--- src/rtl/mem_arbiter_if.sv ---
// mem_arbiter_if: one requester port of the byte-RAM arbiter.
//   req    requester -> arbiter  transaction request, held until ack
//   we     requester -> arbiter  1 = write, 0 = read; stable while req
//   addr   requester -> arbiter  byte address; stable while req
//   wdata  requester -> arbiter  write data; stable while req
//   rdata  arbiter -> requester  read data, valid while ack=1, held until next read
//   ack    arbiter -> requester  one-cycle completion pulse
// Modports: master (requester side), slave (arbiter side).
interface mem_arbiter_if #(
  parameter int addr_width = 9
) ();
  logic                  req;
  logic                  we;
  logic [addr_width-1:0] addr;
  logic [7:0]            wdata;
  logic [7:0]            rdata;
  logic                  ack;

  modport master (output req, we, addr, wdata, input rdata, ack);
  modport slave  (input req, we, addr, wdata, output rdata, ack);
endinterface

--- src/rtl/mem_arbiter.sv ---
// mem_arbiter: shares one byte-wide block RAM between port0 (cpu) and port1
// (serial loader / debug monitor). One read or write transaction is in flight
// at a time; each completes with a one-cycle ack on its port.
// RAM model assumed: synchronous write on ram_write, registered read (data
// valid one cycle after ram_raddr is driven).
//
// Ports:
//   clk, reset           clock; synchronous active-high reset
//   port0, port1         requester interfaces (mem_arbiter_if.slave)
//   ram_raddr/ram_waddr  RAM read/write addresses, held when idle
//   ram_data_in          RAM write data
//   ram_write            one-cycle RAM write strobe
//   ram_data_out         RAM registered read data
//   grant                port owning the current or last transaction
//   busy                 1 whenever the FSM is not IDLE
//
// Configuration: define MEM_ARB_FIXED_PRIO_EN for fixed priority (port0 wins
// every tie). Default build is round-robin.
module mem_arbiter #(
  parameter int addr_width = 9
) (
  input  logic                  clk,
  input  logic                  reset,
  mem_arbiter_if.slave          port0,
  mem_arbiter_if.slave          port1,
  output logic [addr_width-1:0] ram_raddr,
  output logic [addr_width-1:0] ram_waddr,
  output logic [7:0]            ram_data_in,
  output logic                  ram_write,
  input  logic [7:0]            ram_data_out,
  output logic                  grant,
  output logic                  busy
);

  typedef enum logic [2:0] {IDLE, RD_WAIT, RD_CAP, WR, DONE} state_e;

  state_e                state_q, state_d;
  logic                  grant_q, grant_d;
  logic                  last_q, last_d;
  logic                  ack0_q, ack0_d;
  logic                  ack1_q, ack1_d;
  logic [7:0]            rdata0_q, rdata0_d;
  logic [7:0]            rdata1_q, rdata1_d;
  logic [addr_width-1:0] raddr_q, raddr_d;
  logic [addr_width-1:0] waddr_q, waddr_d;
  logic [7:0]            wdata_q, wdata_d;
  logic                  ram_write_q, ram_write_d;
  logic                  busy_q, busy_d;

  logic                  win;
  logic                  win_we;
  logic [addr_width-1:0] win_addr;
  logic [7:0]            win_wdata;

  // Winner selection, only consulted in IDLE.
  always_comb begin
`ifdef MEM_ARB_FIXED_PRIO_EN
    win = port0.req ? 1'b0 : 1'b1;
`else
    // On a tie the port that did not go last wins; otherwise the lone requester.
    win = (port0.req && port1.req) ? ~last_q : port1.req;
`endif
    win_we    = win ? port1.we    : port0.we;
    win_addr  = win ? port1.addr  : port0.addr;
    win_wdata = win ? port1.wdata : port0.wdata;
  end

  always_comb begin
    // NOTE: every signal gets a default (hold) first so no path leaves it
    // unassigned, which would otherwise infer a latch.
    state_d     = state_q;
    grant_d     = grant_q;
    last_d      = last_q;
    ack0_d      = ack0_q;
    ack1_d      = ack1_q;
    rdata0_d    = rdata0_q;
    rdata1_d    = rdata1_q;
    raddr_d     = raddr_q;
    waddr_d     = waddr_q;
    wdata_d     = wdata_q;
    ram_write_d = ram_write_q;

    unique case (state_q)
      IDLE: begin
        if (port0.req || port1.req) begin
          grant_d = win;
          last_d  = win;
          if (win_we) begin
            waddr_d     = win_addr;
            wdata_d     = win_wdata;
            ram_write_d = 1'b1;
            state_d     = WR;
          end else begin
            raddr_d = win_addr;
            state_d = RD_WAIT;
          end
        end
      end
      // RAM registers the read address at the end of this cycle.
      RD_WAIT: state_d = RD_CAP;
      RD_CAP: begin
        if (grant_q) begin
          rdata1_d = ram_data_out;
          ack1_d   = 1'b1;
        end else begin
          rdata0_d = ram_data_out;
          ack0_d   = 1'b1;
        end
        state_d = DONE;
      end
      WR: begin
        ram_write_d = 1'b0;
        ack0_d      = ~grant_q;
        ack1_d      = grant_q;
        state_d     = DONE;
      end
      // Ack is visible here; returning through IDLE only after the requester
      // has had its edge to drop req prevents a re-grant on a stale request.
      DONE: begin
        ack0_d  = 1'b0;
        ack1_d  = 1'b0;
        state_d = IDLE;
      end
      default: state_d = IDLE;
    endcase

    busy_d = (state_d != IDLE);
  end

  always_ff @(posedge clk) begin
    if (reset) begin
      state_q     <= IDLE;
      grant_q     <= 1'b0;
      last_q      <= 1'b1;  // port0 wins the first tie
      ack0_q      <= 1'b0;
      ack1_q      <= 1'b0;
      rdata0_q    <= '0;
      rdata1_q    <= '0;
      raddr_q     <= '0;
      waddr_q     <= '0;
      wdata_q     <= '0;
      ram_write_q <= 1'b0;
      busy_q      <= 1'b0;
    end else begin
      // NOTE: non-blocking assignments so every flop samples pre-edge values.
      state_q     <= state_d;
      grant_q     <= grant_d;
      last_q      <= last_d;
      ack0_q      <= ack0_d;
      ack1_q      <= ack1_d;
      rdata0_q    <= rdata0_d;
      rdata1_q    <= rdata1_d;
      raddr_q     <= raddr_d;
      waddr_q     <= waddr_d;
      wdata_q     <= wdata_d;
      ram_write_q <= ram_write_d;
      busy_q      <= busy_d;
    end
  end

  assign port0.ack   = ack0_q;
  assign port1.ack   = ack1_q;
  assign port0.rdata = rdata0_q;
  assign port1.rdata = rdata1_q;
  assign ram_raddr   = raddr_q;
  assign ram_waddr   = waddr_q;
  assign ram_data_in = wdata_q;
  assign ram_write   = ram_write_q;
  assign grant       = grant_q;
  assign busy        = busy_q;

endmodule

--- src/flat_wrapper.sv ---
// flat-port wrapper written by rule: the top's interface ports become plain ports
module mem_arbiter_flat 
#(
  parameter int addr_width = 9
)
  (clk, reset, ram_raddr, ram_waddr, ram_data_in, ram_write, ram_data_out, grant, busy, port0_req, port0_we, port0_addr, port0_wdata, port0_rdata, port0_ack, port1_req, port1_we, port1_addr, port1_wdata, port1_rdata, port1_ack);
  mem_arbiter_if #(.addr_width(addr_width)) port0_i ();
  mem_arbiter_if #(.addr_width(addr_width)) port1_i ();
  input  logic clk;
  input  logic reset;
  output logic [addr_width-1:0] ram_raddr;
  output logic [addr_width-1:0] ram_waddr;
  output logic [7:0] ram_data_in;
  output logic ram_write;
  input  logic [7:0] ram_data_out;
  output logic grant;
  output logic busy;
  input wire logic [$bits(port0_i.req)-1:0] port0_req;
  input wire logic [$bits(port0_i.we)-1:0] port0_we;
  input wire logic [$bits(port0_i.addr)-1:0] port0_addr;
  input wire logic [$bits(port0_i.wdata)-1:0] port0_wdata;
  output wire logic [$bits(port0_i.rdata)-1:0] port0_rdata;
  output wire logic [$bits(port0_i.ack)-1:0] port0_ack;
  input wire logic [$bits(port1_i.req)-1:0] port1_req;
  input wire logic [$bits(port1_i.we)-1:0] port1_we;
  input wire logic [$bits(port1_i.addr)-1:0] port1_addr;
  input wire logic [$bits(port1_i.wdata)-1:0] port1_wdata;
  output wire logic [$bits(port1_i.rdata)-1:0] port1_rdata;
  output wire logic [$bits(port1_i.ack)-1:0] port1_ack;
  assign port0_i.req = port0_req;
  assign port0_i.we = port0_we;
  assign port0_i.addr = port0_addr;
  assign port0_i.wdata = port0_wdata;
  assign port0_rdata = port0_i.rdata;
  assign port0_ack = port0_i.ack;
  assign port1_i.req = port1_req;
  assign port1_i.we = port1_we;
  assign port1_i.addr = port1_addr;
  assign port1_i.wdata = port1_wdata;
  assign port1_rdata = port1_i.rdata;
  assign port1_ack = port1_i.ack;
  mem_arbiter #(.addr_width(addr_width)) u_core (.clk(clk), .reset(reset), .port0(port0_i), .port1(port1_i), .ram_raddr(ram_raddr), .ram_waddr(ram_waddr), .ram_data_in(ram_data_in), .ram_write(ram_write), .ram_data_out(ram_data_out), .grant(grant), .busy(busy));
endmodule
--- config.mk ---
export PLATFORM = sky130hd
export DESIGN_NAME = mem_arbiter_flat
export DESIGN_NICKNAME = d
export VERILOG_FILES = /design/src/rtl/mem_arbiter_if.sv /design/src/rtl/mem_arbiter.sv /design/src/flat_wrapper.sv
export SDC_FILE = /design/constraint.sdc
export NUM_CORES = 1
export LEC_CHECK = 0
export CAP_MARGIN = 0
export CORE_UTILIZATION = 43
export DETAILED_ROUTE_END_ITERATION = 10
export PLACE_DENSITY = 0.77
export SLEW_MARGIN = 15
export SYNTH_ARGS = -nofsm -noshare
export SYNTH_HDL_FRONTEND = slang
export SYNTH_SLANG_ARGS = --single-unit
--- constraint.sdc ---
create_clock -name clk -period 2.45 [get_ports clk]
set_clock_uncertainty 0.2 [all_clocks]
set_input_delay 0.49 -clock clk [delete_from_list [all_inputs] [get_ports clk]]
set_output_delay 0.49 -clock clk [all_outputs]
set_load 0.01 [all_outputs]
==> results of run 1 <==
-- per-stage QoR --
stage	utilization [%]	std cells
after floorplan	-	281
after global placement	65.0	436
after detailed placement	65.0	436
after CTS	66.9	444
after global routing	66.9	444
final	66.9	444
-- synthesized netlist by cell type, drive strengths merged --
| cell type | count | area share [%] |
|---|---|---|
| or3 | 1 | 0.26 |
| a211oi | 19 | 8.1 |
| a21oi | 45 | 9.5 |
| a22oi | 1 | 0.32 |
| a311oi | 9 | 3.3 |
| and2 | 1 | 0.26 |
| a221o | 1 | 0.42 |
| a221oi | 1 | 0.37 |
| nand2 | 55 | 8.7 |
| nand3b | 35 | 11 |
| clkbuf | 15 | 2.4 |
| nor3b | 1 | 0.53 |
| nor3 | 2 | 0.90 |
| inv | 19 | 3.0 |
| a21boi | 1 | 0.48 |
| nor2b | 2 | 0.53 |
| a21bo | 1 | 0.42 |
| o32ai | 1 | 1.2 |
| a21o | 1 | 0.32 |
| nand2b | 2 | 0.53 |
| nor2 | 6 | 0.95 |
| o21ai | 3 | 0.79 |
| dfxtp | 51 | 43 |
| buf | 8 | 2.3 |
-- power breakdown --
| group | switching (mW) | internal [mW] |
|---|---|---|
| Combinational | 0.295 | 0.330 |
| Clock | 0.280 | 0.231 |
| Sequential | 0.0612 | 0.913 |
-- area by class of cell --
type                    instances  area, um2
flip-flops and latches         51       1020
clock buffers                   6       82.6
repair buffers                108       1040
inverters                      19       71.3
well taps                      70       87.6
clock inverters                 2       16.3
fillers                       460       1720
multi-input cells             188       1160
-- logic make-up after synthesis --
group	share of synthesized area [%]
AOI/OAI and AO/OA	25.3
buffers and inverters	7.72
DFF	43.2
and+or+nand+nor	23.8
-- sequential cells by signal (all words and copies together) (netlist names) --
name / count
u_core.busy: 1
u_core.ram_waddr: 9
u_core.ram_write: 1
u_core.state_q: 3
u_core.port0.ack: 1
u_core.ram_raddr: 9
u_core.ram_data_in: 8
u_core.port1.rdata: 8
u_core.port0.rdata: 8
u_core.port1.ack: 1
u_core.grant: 1
u_core.last_q: 1
-- routing by layer --
metal	track usage (%)	up-vias	share of wire, %
met5	0	-	0
met4	5.19	0	0.68
met3	4.67	5	5.5
met2	37.9	78	48
met1	29.7	1088	45
li1	-	1153	-
-- worst min-delay path, delay by kind of cell, from the launching register on --
family | cells | cell delay, ns
simple gates | 1 | 0.05
flops | 1 | 0.32
compound gates | 1 | 0.05
-- worst max-delay path by stage --
stage / end / slack (ns)
global route: u_core.ram_write / 0.22
detailed placement: u_core.ram_waddr[1] / 0.02
global placement: u_core.ram_write / 0.10
floorplan: u_core.ram_raddr[6] / 0.51
CTS: u_core.ram_waddr[1] / 0.34
finish: u_core.ram_waddr[1] / 0.33
==> impl_metrics.csv, run 1 <==
group,metric,value,unit
placed_design,portBuffers,94,
logic_synthesis,avgSynthCellArea,8.42,um2
die,io_pins,95,
final_layout,finalNetCount,421,
logic_synthesis,synthesis.nets,329,
sta,finalSetupViolCount,0,
cts,htree_levels,2,
logic_synthesis,syn_inst,281,
cts,cts_setup_buffers,0,
logic_synthesis,synth.distinct_cells,30,
detailed_routing,vias_per_cell,5.23,
cts,clkLatencyLatePin,0.30,ns
run_status,run_status,"completed",
worst_setup_path,critPathLaunch,"port0_req",
worst_setup_path,worstSetupPathType,"input pin to flop",
cts,path_clk_slew,0.09,ns
sta,fin_crit_sh,86.6,%
placed_design,place_congestion,0.787,
worst_setup_path,ff2ff_setup_slack,0.72,ns
cts,root_buffer,"clkbuf_8",
worst_setup_path,rr_worst_depth,5,
sta,rsz0062_at_grt,"no",
worst_setup_path,worstPathMaxFanout,10,
sta,slew_viol_final,0,
cts,ctsHoldBuffers,0,
cts,clock_sinks,51,
power,fin_total_pwr,2.11,mW
cts,clockBufferDepth,2,
die,rows,26,
global_route,grt_pass1_wl,10.8,mm
placed_design,dp_hpwl,4.60,mm
sta,fin_ws,0.328,ns
global_route,grt_pass1_vias,2226,
sta,fin_hold_ws,0.260,ns
worst_setup_path,crit_chain,"clkdlybuf4s50_1 -> a21bo_2 -> nand2_1 -> a21o_1 -> buf_4 -> a211oi_1",
worst_hold_path,holdPathEnd,"u_core.port1.rdata[1]",
worst_setup_path,cp-end-kind,"flop",
worst_hold_path,hold_class,"flop to flop",
worst_setup_path,crit_buf_inv,2,
sta,relSlewSlack,65.0,%
power,p_leak,1.19,nW
logic_synthesis,ys_ff_latch,51,
logic_synthesis,seq_area_frac_synth,43.2,%
cts,cts_tree,"built",
job,cap_violations,0,
sta,fin_tns_setup,0,ns
detailed_routing,ant_nets,0,
logic_synthesis,synth_warnings,0,
die,chipWidth,76.2,um
placed_design,dpl_cell_area,3380,um2
worst_setup_path,max_stage_delay,0.62,ns
global_route,grtUsageTotal,22.5,%
die,core_area,5200,um2
worst_hold_path,hold_depth,2,
final_layout,layout_commonest_cell,"clkdlybuf4s50_1",
sta,final_hold_viol_count,0,
detailed_routing,drt_pre_antenna_iters,4,
final_layout,syn_to_final_growth,47.2,%
power,ir_drop,0.329,mV
detailed_routing,vias,2324,
die,die_area,5800,um2
worst_hold_path,hp-start,"u_core.port1.rdata[1]",
final_layout,antenna_cells,0,
global_route,grt_antenna_before_repair,0,
placed_design,dpl_worst_slack,0.0175,ns
global_route,globalRouteOverflowTotal,0,
final_layout,drive_above_1_share,10.4,%
worst_setup_path,r2r-start,"u_core.state_q[0]",
detailed_routing,drc,0,
detailed_routing,first_iter_violations,95,
worst_setup_path,arrival,2.14,ns
die,die_h,76.2,um
detailed_routing,finalWirelength,6.34,mm
worst_setup_path,slowest_stage,"clkdlybuf4s50_1",
worst_setup_path,crit_cells,6,
cts,cts-buffers-inserted,5,
sta,fmax,471,MHz
sta,worst_slew_pin_slew,0.523,ns
final_layout,final_cell_mix,"clkdlybuf4s50_1 (93), nand2_1 (55), dfxtp_1 (51), a21oi_1 (45), nand3b_1 (35)",
detailed_routing,wl_per_cell,14.3,um
cts,cts_repair_resize_count,0,
worst_setup_path,start_kind,"input pin",
worst_setup_path,cp_top_family,"buffers and inverters",
worst_setup_path,cp.required,2.47,ns
final_layout,final_area,3480,um2
die,start_util,45.4,%
power,powerDensity,606,nW/um2
sta,post-route-min-period,2.12,ns
worst_setup_path,rr_endpoint,"u_core.ram_waddr[1]",
global_route,grt_max_degree,28,
logic_synthesis,synth_area,2360,um2
Power figures use the tool's default switching activity.
==> run 2: changes to the inputs <==
--- a/config.mk
+++ b/config.mk
@@ -6,6 +6,7 @@
 export NUM_CORES = 1
 export LEC_CHECK = 0
 export CAP_MARGIN = 0
+export CORE_MARGIN = 1
 export CORE_UTILIZATION = 43
 export DETAILED_ROUTE_END_ITERATION = 10
 export PLACE_DENSITY = 0.77
==> results of run 2 <==
Same layout as run 1: the final DEF is identical, and so are final timing and power.
